[config.mk]
export PLATFORM = sky130hd
export DESIGN_NAME = pipeline_ctrl
export DESIGN_NICKNAME = d
export VERILOG_FILES = /design/src/rtl/pipeline_pkg.sv /design/src/rtl/hazard_detect.sv /design/src/rtl/pipeline_ctrl.sv
export SDC_FILE = /design/constraint.sdc
export NUM_CORES = 1
export LEC_CHECK = 0
export BUFFER_PORTS_ARGS = -buffer_cell sky130_fd_sc_hd__buf_2
export CAP_MARGIN = 30
export CORE_MARGIN = 10
export CORE_UTILIZATION = 40
export DETAILED_ROUTE_END_ITERATION = 8
export GPL_TIMING_DRIVEN = 0
export HOLD_SLACK_MARGIN = 0.06
export PLACE_DENSITY = 0.71
export SLEW_MARGIN = 20
export SYNTH_ARGS = -nofsm -noshare
export SYNTH_HDL_FRONTEND = slang
export SYNTH_SLANG_ARGS = --single-unit
[constraint.sdc]
create_clock -name clk -period 5.5 [get_ports clk]
set_input_delay 0.275 -clock clk [delete_from_list [all_inputs] [get_ports clk]]
set_output_delay 0.275 -clock clk [all_outputs]
set_load 0.01 [all_outputs]
[src/rtl/pipeline_pkg.sv]
// Shared types and defaults for the pipeline hazard/halt controller.
// Optional perf counters (PIPE_PERF_CNT_EN) use sat_inc16.
package pipeline_pkg;

    typedef enum logic [1:0] {
        RUN    = 2'd0,
        DRAIN  = 2'd1,
        HALTED = 2'd2
    } pipe_state_t;

    localparam int DRAIN_CYCLES_DEF = 4;

    function automatic logic [15:0] sat_inc16(input logic [15:0] val);
        return (val == 16'hFFFF) ? val : val + 16'd1;
    endfunction

endpackage

[src/rtl/hazard_detect.sv]
// Purely combinational hazard compare: load-use against EX, and branch
// hazards on pending flags or on the register of a register-indirect branch.
module hazard_detect (
    input  logic [3:0] id_src1,
    input  logic [3:0] id_src2,
    input  logic       id_use1,
    input  logic       id_use2,
    input  logic       id_branch,
    input  logic       id_br,
    input  logic [3:0] ex_rd,
    input  logic       ex_reg_write,
    input  logic       ex_mem_to_reg,
    input  logic       ex_flag_wr,
    input  logic [3:0] mem_rd,
    input  logic       mem_mem_to_reg,
    output logic       load_use,
    output logic       br_hz
);

    logic src1_hit_ex;
    logic src2_hit_ex;
    logic br_reg_hz;

    // R0 is hardwired zero, so it never carries a dependency
    assign src1_hit_ex = id_use1 && (id_src1 == ex_rd);
    assign src2_hit_ex = id_use2 && (id_src2 == ex_rd);

    assign load_use = ex_mem_to_reg && (ex_rd != 4'd0) && (src1_hit_ex || src2_hit_ex);

    // BR target register must be final in ID: wait on any EX write or a MEM load
    assign br_reg_hz = (id_src1 != 4'd0) &&
                       (((id_src1 == ex_rd)  && ex_reg_write) ||
                        ((id_src1 == mem_rd) && mem_mem_to_reg));

    assign br_hz = id_branch && (id_br ? br_reg_hz : ex_flag_wr);

endmodule

[src/rtl/pipeline_ctrl.sv]
// Pipeline stall/flush controller with HLT drain sequencing.
// Optional perf counters enabled by defining PIPE_PERF_CNT_EN.
module pipeline_ctrl
    import pipeline_pkg::*;
#(
    parameter int DRAIN_CYCLES = DRAIN_CYCLES_DEF
) (
    input  logic       clk,
    input  logic       rst_n,
    input  logic [3:0] ID_SrcReg1,
    input  logic [3:0] ID_SrcReg2,
    input  logic       ID_use1,
    input  logic       ID_use2,
    input  logic       ID_Branch,
    input  logic       ID_BR,
    input  logic       ID_Branch_taken,
    input  logic       ID_HLT,
    input  logic [3:0] ID_EX_reg_rd,
    input  logic       ID_EX_RegWrite,
    input  logic       ID_EX_MemToReg,
    input  logic       ID_EX_flag_wr,
    input  logic [3:0] EX_MEM_reg_rd,
    input  logic       EX_MEM_MemToReg,
    output logic       PC_stall,
    output logic       IF_ID_stall,
    output logic       IF_ID_flush,
    output logic       ID_EX_flush,
    output logic       halted
`ifdef PIPE_PERF_CNT_EN
    ,
    output logic [15:0] stall_cnt,
    output logic [15:0] flush_cnt,
    output logic        cnt_en_n
`endif
);

    // state  | meaning
    // RUN    | normal issue; hazards stall, taken branches flush IF/ID
    // DRAIN  | HLT seen; fetch frozen while older instructions retire
    // HALTED | drain complete; frozen until reset

    localparam int CNT_W = (DRAIN_CYCLES < 1) ? 1 : $clog2(DRAIN_CYCLES + 1);

    pipe_state_t      state_q, state_d;
    logic [CNT_W-1:0] cnt_q, cnt_d;
    logic             halted_q, halted_d;

    logic load_use;
    logic br_hz;
    logic hazard;

    logic pc_stall_c;
    logic if_id_stall_c;
    logic if_id_flush_c;
    logic id_ex_flush_c;

    hazard_detect u_hazard_detect (
        .id_src1        (ID_SrcReg1),
        .id_src2        (ID_SrcReg2),
        .id_use1        (ID_use1),
        .id_use2        (ID_use2),
        .id_branch      (ID_Branch),
        .id_br          (ID_BR),
        .ex_rd          (ID_EX_reg_rd),
        .ex_reg_write   (ID_EX_RegWrite),
        .ex_mem_to_reg  (ID_EX_MemToReg),
        .ex_flag_wr     (ID_EX_flag_wr),
        .mem_rd         (EX_MEM_reg_rd),
        .mem_mem_to_reg (EX_MEM_MemToReg),
        .load_use       (load_use),
        .br_hz          (br_hz)
    );

    assign hazard = load_use || br_hz;

    always_ff @(posedge clk or negedge rst_n) begin
        if (!rst_n) begin
            state_q  <= RUN;
            cnt_q    <= '0;
            halted_q <= 1'b0;
        end else begin
            state_q  <= state_d;
            cnt_q    <= cnt_d;
            halted_q <= halted_d;
        end
    end

    always_comb begin
        state_d       = state_q;
        cnt_d         = cnt_q;
        halted_d      = halted_q;
        pc_stall_c    = 1'b0;
        if_id_stall_c = 1'b0;
        if_id_flush_c = 1'b0;
        id_ex_flush_c = 1'b0;
        case (state_q)
            RUN: begin
                // an unresolved branch must not flush, so hazards win
                if (hazard) begin
                    pc_stall_c    = 1'b1;
                    if_id_stall_c = 1'b1;
                    id_ex_flush_c = 1'b1;
                end else if (ID_HLT) begin
                    pc_stall_c    = 1'b1;
                    if_id_flush_c = 1'b1;
                    cnt_d         = CNT_W'(DRAIN_CYCLES);
                    state_d       = DRAIN;
                end else if (ID_Branch_taken) begin
                    if_id_flush_c = 1'b1;
                end
            end
            DRAIN: begin
                pc_stall_c    = 1'b1;
                if_id_flush_c = 1'b1;
                if (cnt_q == '0) begin
                    state_d  = HALTED;
                    halted_d = 1'b1;
                end else begin
                    cnt_d = cnt_q - CNT_W'(1);
                end
            end
            HALTED: begin
                pc_stall_c    = 1'b1;
                if_id_flush_c = 1'b1;
                halted_d      = 1'b1;
            end
            default: begin
                state_d = RUN;
            end
        endcase
    end

    // held low while reset is asserted, whatever the ID inputs are doing
    assign PC_stall    = rst_n && pc_stall_c;
    assign IF_ID_stall = rst_n && if_id_stall_c;
    assign IF_ID_flush = rst_n && if_id_flush_c;
    assign ID_EX_flush = rst_n && id_ex_flush_c;
    assign halted      = halted_q;

`ifdef PIPE_PERF_CNT_EN
    logic [15:0] stall_cnt_q;
    logic [15:0] flush_cnt_q;

    // only RUN cycles count, so both freeze through DRAIN and HALTED
    always_ff @(posedge clk or negedge rst_n) begin
        if (!rst_n) begin
            stall_cnt_q <= '0;
            flush_cnt_q <= '0;
        end else if (state_q == RUN) begin
            if (hazard) begin
                stall_cnt_q <= sat_inc16(stall_cnt_q);
            end
            if (if_id_flush_c) begin
                flush_cnt_q <= sat_inc16(flush_cnt_q);
            end
        end
    end

    assign stall_cnt = stall_cnt_q;
    assign flush_cnt = flush_cnt_q;
    assign cnt_en_n  = 1'b0;
`endif

endmodule

==> impl_metrics.xml <==
<?xml version="1.0" encoding="UTF-8"?>
<metrics>
  <group name="global_routing">
    <metric name="vias_in_the_first_global_route" unit="">781</metric>
    <metric name="grt_antenna_before_repair" unit="">0</metric>
    <metric name="globalRoute.totalOverflow" unit="">0</metric>
    <metric name="grt_pass1_wl" unit="mm">2.97</metric>
    <metric name="pin_count_of_the_biggest_net_entering_global_routing" unit="">9</metric>
    <metric name="track_usage" unit="%">8.94</metric>
  </group>
  <group name="critical_path">
    <metric name="crit_start" unit="">ID_SrcReg1[0]</metric>
    <metric name="worstSetupEndpointType" unit="">output pin</metric>
    <metric name="critPathRequiredTime" unit="ns">5.22</metric>
    <metric name="critical_path.reg2reg.startpoint" unit="">state_q[1]</metric>
    <metric name="critical_path.startpoint_type" unit="">input port</metric>
    <metric name="r2r.worst_path.cells" unit="">7</metric>
    <metric name="setup.reg_to_reg.worst_slack" unit="ns">3.54</metric>
    <metric name="timing.rr.end" unit="">cnt_q[2]</metric>
    <metric name="worstPathMaxFanout" unit="">5</metric>
    <metric name="worst-endpoint-arrival" unit="ns">1.98</metric>
    <metric name="criticalPathCategory" unit="">in2out</metric>
  </group>
  <group name="clocking">
    <metric name="cts_htree_levels" unit="">1</metric>
    <metric name="worst_skew_pair.late_latency" unit="ns">0.24</metric>
    <metric name="cts.sinks" unit="">6</metric>
    <metric name="ctsResizeCount" unit="">0</metric>
    <metric name="clockBufferDepth" unit="">2</metric>
    <metric name="cts_root_buffer" unit="">sky130_fd_sc_hd__clkbuf_4</metric>
    <metric name="post-cts-setup-buffers" unit="">0</metric>
    <metric name="cts.reportedPaths.clkPinSlew" unit="ns">0.04</metric>
    <metric name="tritoncts" unit="">yes</metric>
    <metric name="cts_buffers" unit="">3</metric>
  </group>
  <group name="place">
    <metric name="replace_congestion" unit="">0.815</metric>
    <metric name="dpl_worst_slack" unit="ns">3.24</metric>
    <metric name="detailed_placement_hpwl" unit="mm">1.65</metric>
    <metric name="place.port_buffers" unit="">32</metric>
    <metric name="dp_cells" unit="">133</metric>
  </group>
  <group name="finish">
    <metric name="num-nets-final" unit="">148</metric>
    <metric name="antenna_cells_inserted" unit="">0</metric>
    <metric name="layout.filler_cells" unit="">170</metric>
    <metric name="instances_no_fill" unit="">137</metric>
    <metric name="area.growth.synth_to_final" unit="%">30.7</metric>
    <metric name="final_layout_size_suffix_gt1_share" unit="%">42.0</metric>
  </group>
  <group name="timing">
    <metric name="finalMaxSlewViolations" unit="">0</metric>
    <metric name="achievable_frequency" unit="GHz">0.443</metric>
    <metric name="post-route-period-util" unit="%">41.0</metric>
    <metric name="period_needed" unit="ns">2.26</metric>
    <metric name="rsz0062_at_grt" unit="">no</metric>
    <metric name="max-slew-margin-rel" unit="%">69.5</metric>
    <metric name="post-route-worst-setup-slack" unit="ns">3.24</metric>
    <metric name="skew" unit="ns">0.00322</metric>
    <metric name="worst-slew-pin-transition" unit="ns">0.454</metric>
    <metric name="setup_viol_count_final" unit="">0</metric>
    <metric name="tns" unit="ns">0</metric>
    <metric name="hold_viol_final" unit="">0</metric>
  </group>
  <group name="detailed_routing">
    <metric name="detailroute.via_count" unit="">693</metric>
    <metric name="post_drt_via_cell_ratio" unit="">5.06</metric>
    <metric name="first_drt_iteration_drcs" unit="">11</metric>
    <metric name="detailedRoute.firstPassIterationCount" unit="">7</metric>
    <metric name="routed_wirelength" unit="mm">1.80</metric>
    <metric name="drt_drc_violations_left" unit="">0</metric>
    <metric name="drtAntennaViolNets" unit="">0</metric>
    <metric name="routedWlPerCell" unit="um">13.1</metric>
  </group>
  <group name="power_and_ir_drop">
    <metric name="design_power_total" unit="mW">0.118</metric>
    <metric name="max-vdd-ir-drop" unit="mV">0.0732</metric>
    <metric name="leakage" unit="nW">0.505</metric>
    <metric name="power.density_cell_area" unit="nW/um2">124</metric>
  </group>
  <group name="synth">
    <metric name="synth_flop_cell" unit="">sky130_fd_sc_hd__dfrtp_1</metric>
    <metric name="syn-instance-count" unit="">76</metric>
    <metric name="ys_warn_count" unit="">0</metric>
    <metric name="ys_async_sr_fraction" unit="%">100</metric>
    <metric name="yosysSeqAreaShare" unit="%">20.6</metric>
    <metric name="mappedNetlistNets" unit="">110</metric>
    <metric name="post_synth.cell_area_avg" unit="um2">9.60</metric>
    <metric name="synth.distinct_cells" unit="">36</metric>
    <metric name="ys_seq_elements" unit="">6</metric>
    <metric name="netlist_area" unit="um2">729</metric>
    <metric name="synth_edf_count" unit="">0</metric>
  </group>
  <group name="status">
    <metric name="outcome" unit="">finished clean</metric>
  </group>
  <group name="floorplan">
    <metric name="rows" unit="">15</metric>
    <metric name="die_span_y" unit="um">62.7</metric>
    <metric name="pin_count" unit="">33</metric>
    <metric name="floorplan.die_area" unit="um2">3930</metric>
    <metric name="fp.coreArea" unit="um2">1730</metric>
    <metric name="dieWidth" unit="um">62.7</metric>
    <metric name="start_util" unit="%">42.2</metric>
  </group>
  <group name="run">
    <metric name="cap_viol_max_count" unit="">0</metric>
  </group>
  <group name="hold_path">
    <metric name="hp-class" unit="">in2async</metric>
  </group>
</metrics>
[cell usage after synthesis (all sizes together) (2+ instances only)]
library cell  number  area share [%]
a21oi              3             4.1
and2               2             1.7
and3               3             2.7
dfrtp              6              21
ha                 6              10
inv                6             3.1
mux2i              2             2.7
nand2              6             3.1
nand4              3             3.4
nor2               2             1.0
nor2b              4             3.4
nor3               2             1.4
o211ai             2             2.1
xnor2              2             2.4
xor2              10              12
[worst max-delay path, stage by stage]
cell and delay [ns]:
sky130_fd_sc_hd__buf_2 0.12, sky130_fd_sc_hd__or4_4 0.53, sky130_fd_sc_hd__and3_2 0.23, sky130_fd_sc_hd__nand4_2 0.16
sky130_fd_sc_hd__nand4_1 0.17, sky130_fd_sc_hd__and3_1 0.24, sky130_fd_sc_hd__buf_4 0.12, sky130_fd_sc_hd__buf_2 0.13
[flip-flops by register name, summed over array words and instances (netlist names)]
name,flops
cnt_q,3
state_q,2
halted,1
[per-stage QoR]
step / hold slack (ns) / cell area (um2) / util (%)
5_1_grt: 0.406 / 953 / 55.2
2_1_floorplan: -0.0206 / 729 / -
4_1_cts: 0.396 / 953 / 55.2
3_3_place_gp: 0.114 / 921 / 53.3
6_report: 0.395 / 953 / 55.2
3_5_place_dp: 0.117 / 921 / 53.3
[metal layers]
metal	track usage, %	vias to the layer above	routed length, um
li1	-	352	-
met1	8.44	308	736
met2	16.9	29	912
met3	3.23	4	128
met4	3.63	0	23
met5	0	-	0
[placed cells by master (no fill, tap or decap), types with 2 or more instances in the layout]
master / instances
sky130_fd_sc_hd__inv_1: 6
sky130_fd_sc_hd__clkbuf_4: 3
sky130_fd_sc_hd__dfrtp_1: 6
sky130_fd_sc_hd__nand4_1: 2
sky130_fd_sc_hd__and2_1: 2
sky130_fd_sc_hd__nor3_1: 2
sky130_fd_sc_hd__xnor2_1: 2
sky130_fd_sc_hd__ha_1: 6
sky130_fd_sc_hd__nand2_1: 6
sky130_fd_sc_hd__nor2_1: 2
sky130_fd_sc_hd__o211ai_1: 2
sky130_fd_sc_hd__and3_1: 2
sky130_fd_sc_hd__buf_2: 32
sky130_fd_sc_hd__xor2_1: 10
sky130_fd_sc_hd__nor2b_1: 4
sky130_fd_sc_hd__mux2i_1: 2
[cell type report]
type / instances / area, um2 / share of cell area (%)
multi-input cells: 63 / 549 / 57.6
repair buffers: 33 / 170 / 17.8
flip-flops and latches: 6 / 150 / 15.7
well taps: 25 / 31.3 / 3.28
clock buffers: 3 / 22.5 / 2.36
inverters: 6 / 22.5 / 2.36
plain buffers: 1 / 7.51 / 0.787
[where the power goes]
| part | total, mW | switching, mW | internal (mW) |
|---|---|---|---|
| registers | 0.0443 | 0 | 0.0443 |
| logic | 0.0343 | 0.0178 | 0.0165 |
| clock network | 0.0395 | 0.0149 | 0.0246 |
[worst max-delay path by stage]
stage / endpoint / depth (start not counted) / slack [ns]
after detailed placement: IF_ID_stall / 8 / 3.24
after global placement: IF_ID_stall / 8 / 3.28
after floorplan: IF_ID_stall / 6 / 3.55
after global routing: IF_ID_stall / 8 / 3.15
final: IF_ID_stall / 8 / 3.24
after CTS: IF_ID_stall / 8 / 3.24
[cells by family after synthesis]
logic type	after synthesis	synth area share [%]
compound gates	15	21.1
xor+xnor	12	14.4
fa+ha+maj	6	10.3
buf+inv	7	4.12
flops	6	20.6
mux	3	4.80
simple gates	27	24.7
[what timing repair did]
action	in CTS	in global routing
endpoints found under the setup margin	0	0
hold buffers	1	0
endpoints found under the hold margin	6	0
No activity file was read; power rests on OpenSTA's default activity.
